**src/rtl/tri_scan_ctrl.sv**
```systemverilog
// Triangle scanline sequencer: sorts three vertices by y, then issues one draw_line
// request per covered pixel row with the matching edge pair, top to bottom.
module tri_scan_ctrl #(
  parameter int FRAC_BITS = 5,
  parameter int Y_MAX     = 479,
  parameter int CW        = 16
) (
  input  logic          clk,
  input  logic          reset,
  input  logic          tri_valid,
  output logic          tri_ready,
  input  logic [CW-1:0] v1x,
  input  logic [CW-1:0] v1y,
  input  logic [CW-1:0] v1z,
  input  logic [CW-1:0] v2x,
  input  logic [CW-1:0] v2y,
  input  logic [CW-1:0] v2z,
  input  logic [CW-1:0] v3x,
  input  logic [CW-1:0] v3y,
  input  logic [CW-1:0] v3z,
  output logic          line_start,
  input  logic          line_done,
  output logic [CW-1:0] y_coord,
  output logic [CW-1:0] pax,
  output logic [CW-1:0] pay,
  output logic [CW-1:0] paz,
  output logic [CW-1:0] pbx,
  output logic [CW-1:0] pby,
  output logic [CW-1:0] pbz,
  output logic [CW-1:0] pcx,
  output logic [CW-1:0] pcy,
  output logic [CW-1:0] pcz,
  output logic [CW-1:0] pdx,
  output logic [CW-1:0] pdy,
  output logic [CW-1:0] pdz,
  output logic          busy,
  output logic          tri_done,
  output logic [CW-1:0] rows_issued
);

  typedef enum logic [3:0] {
    IDLE, SORT0, SORT1, SORT2, SETUP, ISSUE, WAIT, RELEASE, NEXT, FIN
  } state_t;

  typedef struct packed {
    logic signed [CW-1:0] x;
    logic signed [CW-1:0] y;
    logic signed [CW-1:0] z;
  } vtx_t;

  localparam logic signed [CW-1:0] YMAX_S = CW'(Y_MAX);

  state_t               state;
  vtx_t                 p1, p2, p3;
  logic signed [CW-1:0] y_end;

  logic signed [CW-1:0] y_lo, y_hi, y_start_c, y_end_c, yf;
  logic                 upper;

  always_comb begin
    y_lo      = p1.y >>> FRAC_BITS;
    y_hi      = p3.y >>> FRAC_BITS;
    y_start_c = (y_lo < 0) ? '0 : y_lo;
    y_end_c   = (y_hi > YMAX_S) ? YMAX_S : y_hi;
    yf        = $signed(y_coord << FRAC_BITS);
    upper     = yf < p2.y;
  end

  always_ff @(posedge clk) begin
    if (reset) begin
      state       <= IDLE;
      tri_ready   <= 1'b1;
      line_start  <= 1'b0;
      tri_done    <= 1'b0;
      busy        <= 1'b0;
      y_coord     <= '0;
      rows_issued <= '0;
      y_end       <= '0;
      p1          <= '0;
      p2          <= '0;
      p3          <= '0;
      pax <= '0; pay <= '0; paz <= '0;
      pbx <= '0; pby <= '0; pbz <= '0;
      pcx <= '0; pcy <= '0; pcz <= '0;
      pdx <= '0; pdy <= '0; pdz <= '0;
    end else begin
      tri_done <= 1'b0;
      case (state)
        IDLE: begin
          // ready comes back one cycle after the tri_done pulse
          tri_ready <= 1'b1;
          if (tri_valid && tri_ready) begin
            p1          <= {v1x, v1y, v1z};
            p2          <= {v2x, v2y, v2z};
            p3          <= {v3x, v3y, v3z};
            rows_issued <= '0;
            tri_ready   <= 1'b0;
            busy        <= 1'b1;
            state       <= SORT0;
          end
        end
        SORT0: begin
          if (p1.y > p2.y) begin p1 <= p2; p2 <= p1; end
          state <= SORT1;
        end
        SORT1: begin
          if (p2.y > p3.y) begin p2 <= p3; p3 <= p2; end
          state <= SORT2;
        end
        SORT2: begin
          if (p1.y > p2.y) begin p1 <= p2; p2 <= p1; end
          state <= SETUP;
        end
        SETUP: begin
          y_end <= y_end_c;
          if (y_start_c > y_end_c) begin
            state <= FIN;
          end else begin
            y_coord <= y_start_c;
            state   <= ISSUE;
          end
        end
        ISSUE: begin
          pax <= p1.x; pay <= p1.y; paz <= p1.z;
          pbx <= p3.x; pby <= p3.y; pbz <= p3.z;
          if (upper) begin
            pcx <= p1.x; pcy <= p1.y; pcz <= p1.z;
            pdx <= p2.x; pdy <= p2.y; pdz <= p2.z;
          end else begin
            pcx <= p2.x; pcy <= p2.y; pcz <= p2.z;
            pdx <= p3.x; pdy <= p3.y; pdz <= p3.z;
          end
          line_start <= 1'b1;
          state      <= WAIT;
        end
        WAIT: begin
          if (line_done) begin
            line_start <= 1'b0;
            if (rows_issued != '1) rows_issued <= rows_issued + CW'(1);
            state <= RELEASE;
          end
        end
        RELEASE: begin
          if (!line_done) state <= NEXT;
        end
        NEXT: begin
          if ($signed(y_coord) == y_end) begin
            state <= FIN;
          end else begin
            y_coord <= y_coord + CW'(1);
            state   <= ISSUE;
          end
        end
        FIN: begin
          tri_done <= 1'b1;
          busy     <= 1'b0;
          state    <= IDLE;
        end
        default: state <= IDLE;
      endcase
    end
  end

endmodule

```
**config.mk**
```make
export PLATFORM = sky130hd
export DESIGN_NAME = tri_scan_ctrl
export DESIGN_NICKNAME = d
export VERILOG_FILES = /design/src/rtl/tri_scan_ctrl.sv
export SDC_FILE = /design/constraint.sdc
export NUM_CORES = 1
export LEC_CHECK = 0
export BUFFER_PORTS_ARGS = -buffer_cell sky130_fd_sc_hd__buf_2
export CAP_MARGIN = 40
export CORE_UTILIZATION = 50
export DETAILED_ROUTE_END_ITERATION = 8
export PLACE_DENSITY = 0.71
export REMOVE_ABC_BUFFERS = 1
export SLEW_MARGIN = 20
export SYNTH_ARGS = -nofsm -noshare
export SYNTH_HDL_FRONTEND = slang
export SYNTH_SLANG_ARGS = --single-unit
```
**constraint.sdc**
```tcl
create_clock -name clk -period 3.7 [get_ports clk]
set_input_delay 0.74 -clock clk [delete_from_list [all_inputs] [get_ports clk]]
set_output_delay 0.74 -clock clk [all_outputs]
set_load 0.02 [all_outputs]
```
== Word level (Yosys, flattened, before mapping) ==
Cells that the tools add are included.
W data, S select, Z words.
Cells by class
  add/sub/neg operators: 2
  $mul: 0
  div/mod/pow operators: 0
  $lt $le $gt $ge: 6
  equality and inequality tests: 19
  shift operators: 0
  mux-type cells: 37
  bitwise operators: 0
  reductions and logical operators: 18
Operators by type and width (number)
  $mux W48: 7
  $mux W16: 13
  $pmux W48 S2: 2
  $pmux W48 S3: 1
  $pmux W16 S2: 2
  $gt A16 B16 Y1: 3
  $pmux W4 S9: 1
  $add A16 B1 Y16 const B: 2
  $mux W4: 5
  $eq A16 B16 Y1: 1
  $eq A4 B3 Y1 const B: 4
  $lt A16 B16 Y1: 1
  $ne A16 B16 Y1 const B: 1
  $ne A2 B2 Y1 const B: 7
  $reduce_and A3 Y1: 4
  $reduce_bool A2 Y1: 6
  $gt A11 B10 Y1 const B: 1
  $lt A11 B1 Y1 const B: 1
  $eq A4 B2 Y1 const B: 2
  $eq A4 B4 Y1 const B: 2
  $reduce_and A4 Y1: 2
  $eq A4 B1 Y1 const B: 1
  $logic_not A4 Y1: 1
  $mux W1: 4
  other kinds (6): 8
Word-level totals
  flip-flop bits (word level): 392
  bits in latches: 0
  memory bits (writable): 0
  ROM bits: 0
  input port bits: 148
  output and inout bits: 228
  logic and storage cells: 111
  memories kept: 0

== Longest topological paths before layout ==
  depth in word-level cells: 5
  gate-level depth with buffers: 13
  gate-level depth less buffers: 11

== Worst setup path after synthesis ==
No wires, ideal clock.
  path kind: flip-flop to flip-flop
  from: register p3[30] (netlist bit)
  to: register y_coord[12]
  arrival: 2.740 ns
  data required time: 3.627 ns
  setup slack: 0.887 ns
  stages on the path, launching flop included: 13
  buffers on the path: 1
  period minus slack after synthesis: 2.813 ns
  cells stage by stage: dfxtp_1 clkbuf_1 a41oi_1 nor2_1 nor2_1 ha_1 nor2b_1 o21a_1 o21a_1 o21bai_1 a211oi_2 or4_1 a21oi_1
On the way
  word-level cells in the longest chain between the ends: 5
RTL lines
  start: declaration: RTL line 54  | vtx_t p1, p2, p3;
  start signal: assignment: RTL line 95  | p3 <= {v3x, v3y, v3z};
  start signal: assignment: RTL line 107  | if (p2.y > p3.y) begin p2 <= p3; p3 <= p2; end
  $gt A11 B10 Y1: RTL line 64  | y_end_c = (y_hi > YMAX_S) ? YMAX_S : y_hi;
  $mux W16 (*): RTL line 64
  $gt A16 B16 Y1 (*): RTL line 116  | if (y_start_c > y_end_c) begin
  $ne A2 B2 Y1 (no line) (*)
  $reduce_and A3 Y1 (no line) (*)
  end signal: assignment: RTL line 119  | y_coord <= y_start_c;
  end signal: assignment: RTL line 150  | y_coord <= y_coord + CW'(1);
  end: declaration: RTL line 23  | output logic [CW-1:0] y_coord,
Every way passes the cells marked *; elsewhere a longest branch is shown, timed or not.
A chain may end at the register's enable or synchronous reset.

== Worst setup path in the final report ==
  from: register p3[28] (netlist bit)
  to: register y_coord[15]
Same word-level chain as after synthesis.

==> impl_metrics.csv <==
group,metric,value,unit
outcome,status,"finished clean",
placed_design,dp_hpwl,40800,µm
logic_synthesis,async_flop_share,0,%
logic_synthesis,avgSynthCellArea,8.23,µm²
route,drc,0,
final_layout,num-fill-cells,3109,
logic_synthesis,yosys.area.top_type_share,43.3,%
route,wl_per_cell,21.9,µm
logic_synthesis,syn_inst,2174,
route,drt_wl_total,64300,µm
placed_design,dp_slack,0.448,ns
floorplan,dieArea,36500,µm²
power_and_ir_drop,p_int,9.48,mW
grt,grt_pass1_vias,17733,
logic_synthesis,synthFlopType,"dfxtp_1",
timing,setup_viol,0,
setup_path,cp-start-kind,"flop",
grt,grt_pass1_wl,98500,µm
timing,finalHoldViolations,0,
power_and_ir_drop,sw_frac_of_total,39.5,%
route,detail_route.iter0.violations,1956,
logic_synthesis,synth_cell_types,59,
floorplan,die_width,191,µm
floorplan,num_rows,68,
power_and_ir_drop,max-vdd-ir-drop,0.000618,V
power_and_ir_drop,finalPower,15.7,mW
route,drtPass1Iterations,9,
logic_synthesis,synthMuxAreaShare,5.37,%
route,viasPerCell,6.24,
placed_design,io_buffers,375,
power_and_ir_drop,power_frac_comb,35.0,%
power_and_ir_drop,leakagePower,9.23,nW
clock_tree,cts_resized,0,
clock_tree,insertion_delay,0.57,ns
setup_path,arrival,3.80,ns
job,cap_viol_max_count,0,
logic_synthesis,synth_seq_cells,387,
logic_synthesis,synth_fa_ha_area_share,3.85,%
final_layout,final_nets,2642,
clock_tree,cts_post_setup_buffers_inserted,0,
timing,fin_crit_sh,89.8,%
logic_synthesis,synthXorXnorAreaFrac,1.18,%
logic_synthesis,synth.cell_area,17900,µm²
route,ant_nets,0,
grt,overflow,0,
grt,gr-usage-all-layers,34.3,%
floorplan,core-area,34900,µm²
clock_tree,clkSinkCount,387,
logic_synthesis,synth_top_family_by_area,"compound AO/OA/AOI/OAI gates",
clock_tree,root_buffer,"clkbuf_16",
timing,tightest_slew,0.855,ns
clock_tree,cts.clk_slew.worst_paths,0.06,ns
clock_tree,htreeDepth,2,
grt,grt_max_degree,146,
timing,fmax,0.301,GHz
final_layout,layout-drive-gt1-share,20.7,%
hold_path,hp-class,"flop to flop",
power_and_ir_drop,seqPwrFrac,36.0,%
power_and_ir_drop,p_sw,6.18,mW
timing,rsz0062_at_grt,"no",
power_and_ir_drop,pwr-share-clk,28.9,%
setup_path,worstPathRequired,4.17,ns
timing,relSlewSlack,42.8,%
logic_synthesis,yosysWarnings,0,
floorplan,start_util,51.3,%
logic_synthesis,synth_top_area_cell,"dfxtp_1",
timing,drv_slew,0,
timing,setup_ws,0.376,ns
clock_tree,cts_tree,"done",
logic_synthesis,ys_seq_area_share,43.3,%
logic_synthesis,synth_edf_count,0,
floorplan,io_pins,376,
placed_design,gp_congestion,0.936,
logic_synthesis,synth-simple-area-share,14.8,%
setup_path,path_max_fanout,11,
clock_tree,cts_buffers,42,
logic_synthesis,yosys-top-cells-area,"dfxtp_1, a21oi_1, nand2_1, a211oi_1, mux2i_1",
power_and_ir_drop,p_per_area,723,nW/µm²
clock_tree,cts_hold_buf,0,
logic_synthesis,synth-compound-area-share,26.3,%
clock_tree,cts_buffer_depth,3,
grt,antenna_found_initial,18,
timing,finClkSkew,0.0278,ns
final_layout,area_growth,21.1,%
floorplan,fp.dieH,191,µm
timing,fin_crit,3.32,ns
route,via_count,18338,
setup_path,critical_path_class,"flop to flop",
setup_path,cp-end-kind,"flop",
==> through the flow <==
step / setup TNS [ns] / utilization, % / instances / area (µm²) / hold WS, ns
floorplan: -713.42 / - / 1976 / 17100 / 0.434
global placement: 0 / 57.6 / 2847 / 20100 / 0.439
detailed placement: 0 / 57.7 / 2850 / 20100 / 0.444
CTS: 0 / 62.0 / 2928 / 21600 / 0.452
global route: 0 / 62.0 / 2934 / 21600 / 0.468
finish: 0 / 62.1 / 2939 / 21700 / 0.448
==> power by group through the flow <==
stage / Combinational (mW) / Clock [mW] / Sequential (mW)
3_5_place_dp: 5.35 / 0 / 5.68
3_3_place_gp: 5.17 / 0 / 5.67
5_1_grt: 5.95 / 4.75 / 5.72
4_1_cts: 5.38 / 4.57 / 5.60
2_1_floorplan: 3.52 / 0 / 5.46
6_report: 5.48 / 4.53 / 5.64
==> flip-flops by register name (all words and copies together), names as in the netlist, 4 cells and up <==
| register | flops |
|---|---|
| p2 | 48 |
| pby | 16 |
| pcz | 16 |
| pdy | 16 |
| y_coord | 16 |
| state | 4 |
| pax | 16 |
| pdz | 16 |
| pay | 16 |
| paz | 16 |
| pdx | 16 |
| pcx | 16 |
| pbx | 16 |
| pcy | 16 |
| rows_issued | 16 |
| pbz | 16 |
| y_end | 11 |
| p1 | 48 |
| p3 | 48 |
==> area by class of cell <==
cell class	instances	area [µm²]	area share, %
multi-input combinational	1549	9280	42.9
sequential	387	7750	35.8
timing repair buffer	419	2390	11.0
clock buffer	66	1260	5.83
tap	455	569	2.63
clock inverter	12	229	1.06
inverter	40	151	0.699
antenna	11	27.5	0.127
==> synth_stat cells (all sizes together), types with 40 or more instances <==
master	count
clkbuf	163
a31oi	53
a21oi	332
mux2i	96
o21ai	123
nand2	344
nor2	107
dfxtp	387
a222oi	48
inv	40
ha	55
nor3	60
a211oi	158
==> layout by cell type, fill, tap and decap left out, types with 55 or more instances in the layout <==
cell        n
a211oi_1  156
a21oi_1   332
dfxtp_1   387
nand2_1   341
buf_2     374
nor3_1     59
o21ai_0   121
ha_1       55
nor2_1    104
mux2i_1    96
==> logic make-up (layout without fill, tap and decap cells) <==
logic type,Yosys count,after routing
flip-flops,387,387
AO/OA/AOI/OAI,761,761
buffers and inverters,238,537
AND/OR/NAND/NOR,613,613
adder cells (fa/ha/maj),55,55
XOR/XNOR,24,24
other,0,11
multiplexers,96,96
==> final timing paths <==
| path | to | start | cells past startpoint | slack [ns] |
|---|---|---|---|---|
| setup reg to reg | y_coord[15]$_SDFFE_PP0P_ | p3[28]$_SDFFE_PP0P_ | 10 | 0.38 |
| hold reg to reg | pay[9]$_SDFFE_PP0P_ | pay[9]$_SDFFE_PP0P_ | 2 | 0.45 |
| setup / recovery | y_coord[15]$_SDFFE_PP0P_ | p3[28]$_SDFFE_PP0P_ | 10 | 0.38 |
| hold / removal | pay[9]$_SDFFE_PP0P_ | pay[9]$_SDFFE_PP0P_ | 2 | 0.45 |
==> per-layer routing <==
metal	routed length [µm]	global-route usage [%]	part of all wire, %
met1	25500	43.1	40
met2	29300	54.1	46
met3	6500	9.11	10
met4	2840	16.8	4.4
met5	97	0	0.15
==> critical path, stage by stage, from the launching register on <==
cell and delay (ns):
dfxtp_1 0.47, a41oi_1 0.20, o21ai_0 0.28, ha_1 0.30
a21o_1 0.19, a21o_1 0.17, a211oi_1 0.44, a211oi_2 0.27
buf_4 0.24, or4_1 0.51, a21oi_1 0.16
No activity file was read; power rests on OpenSTA's default activity.
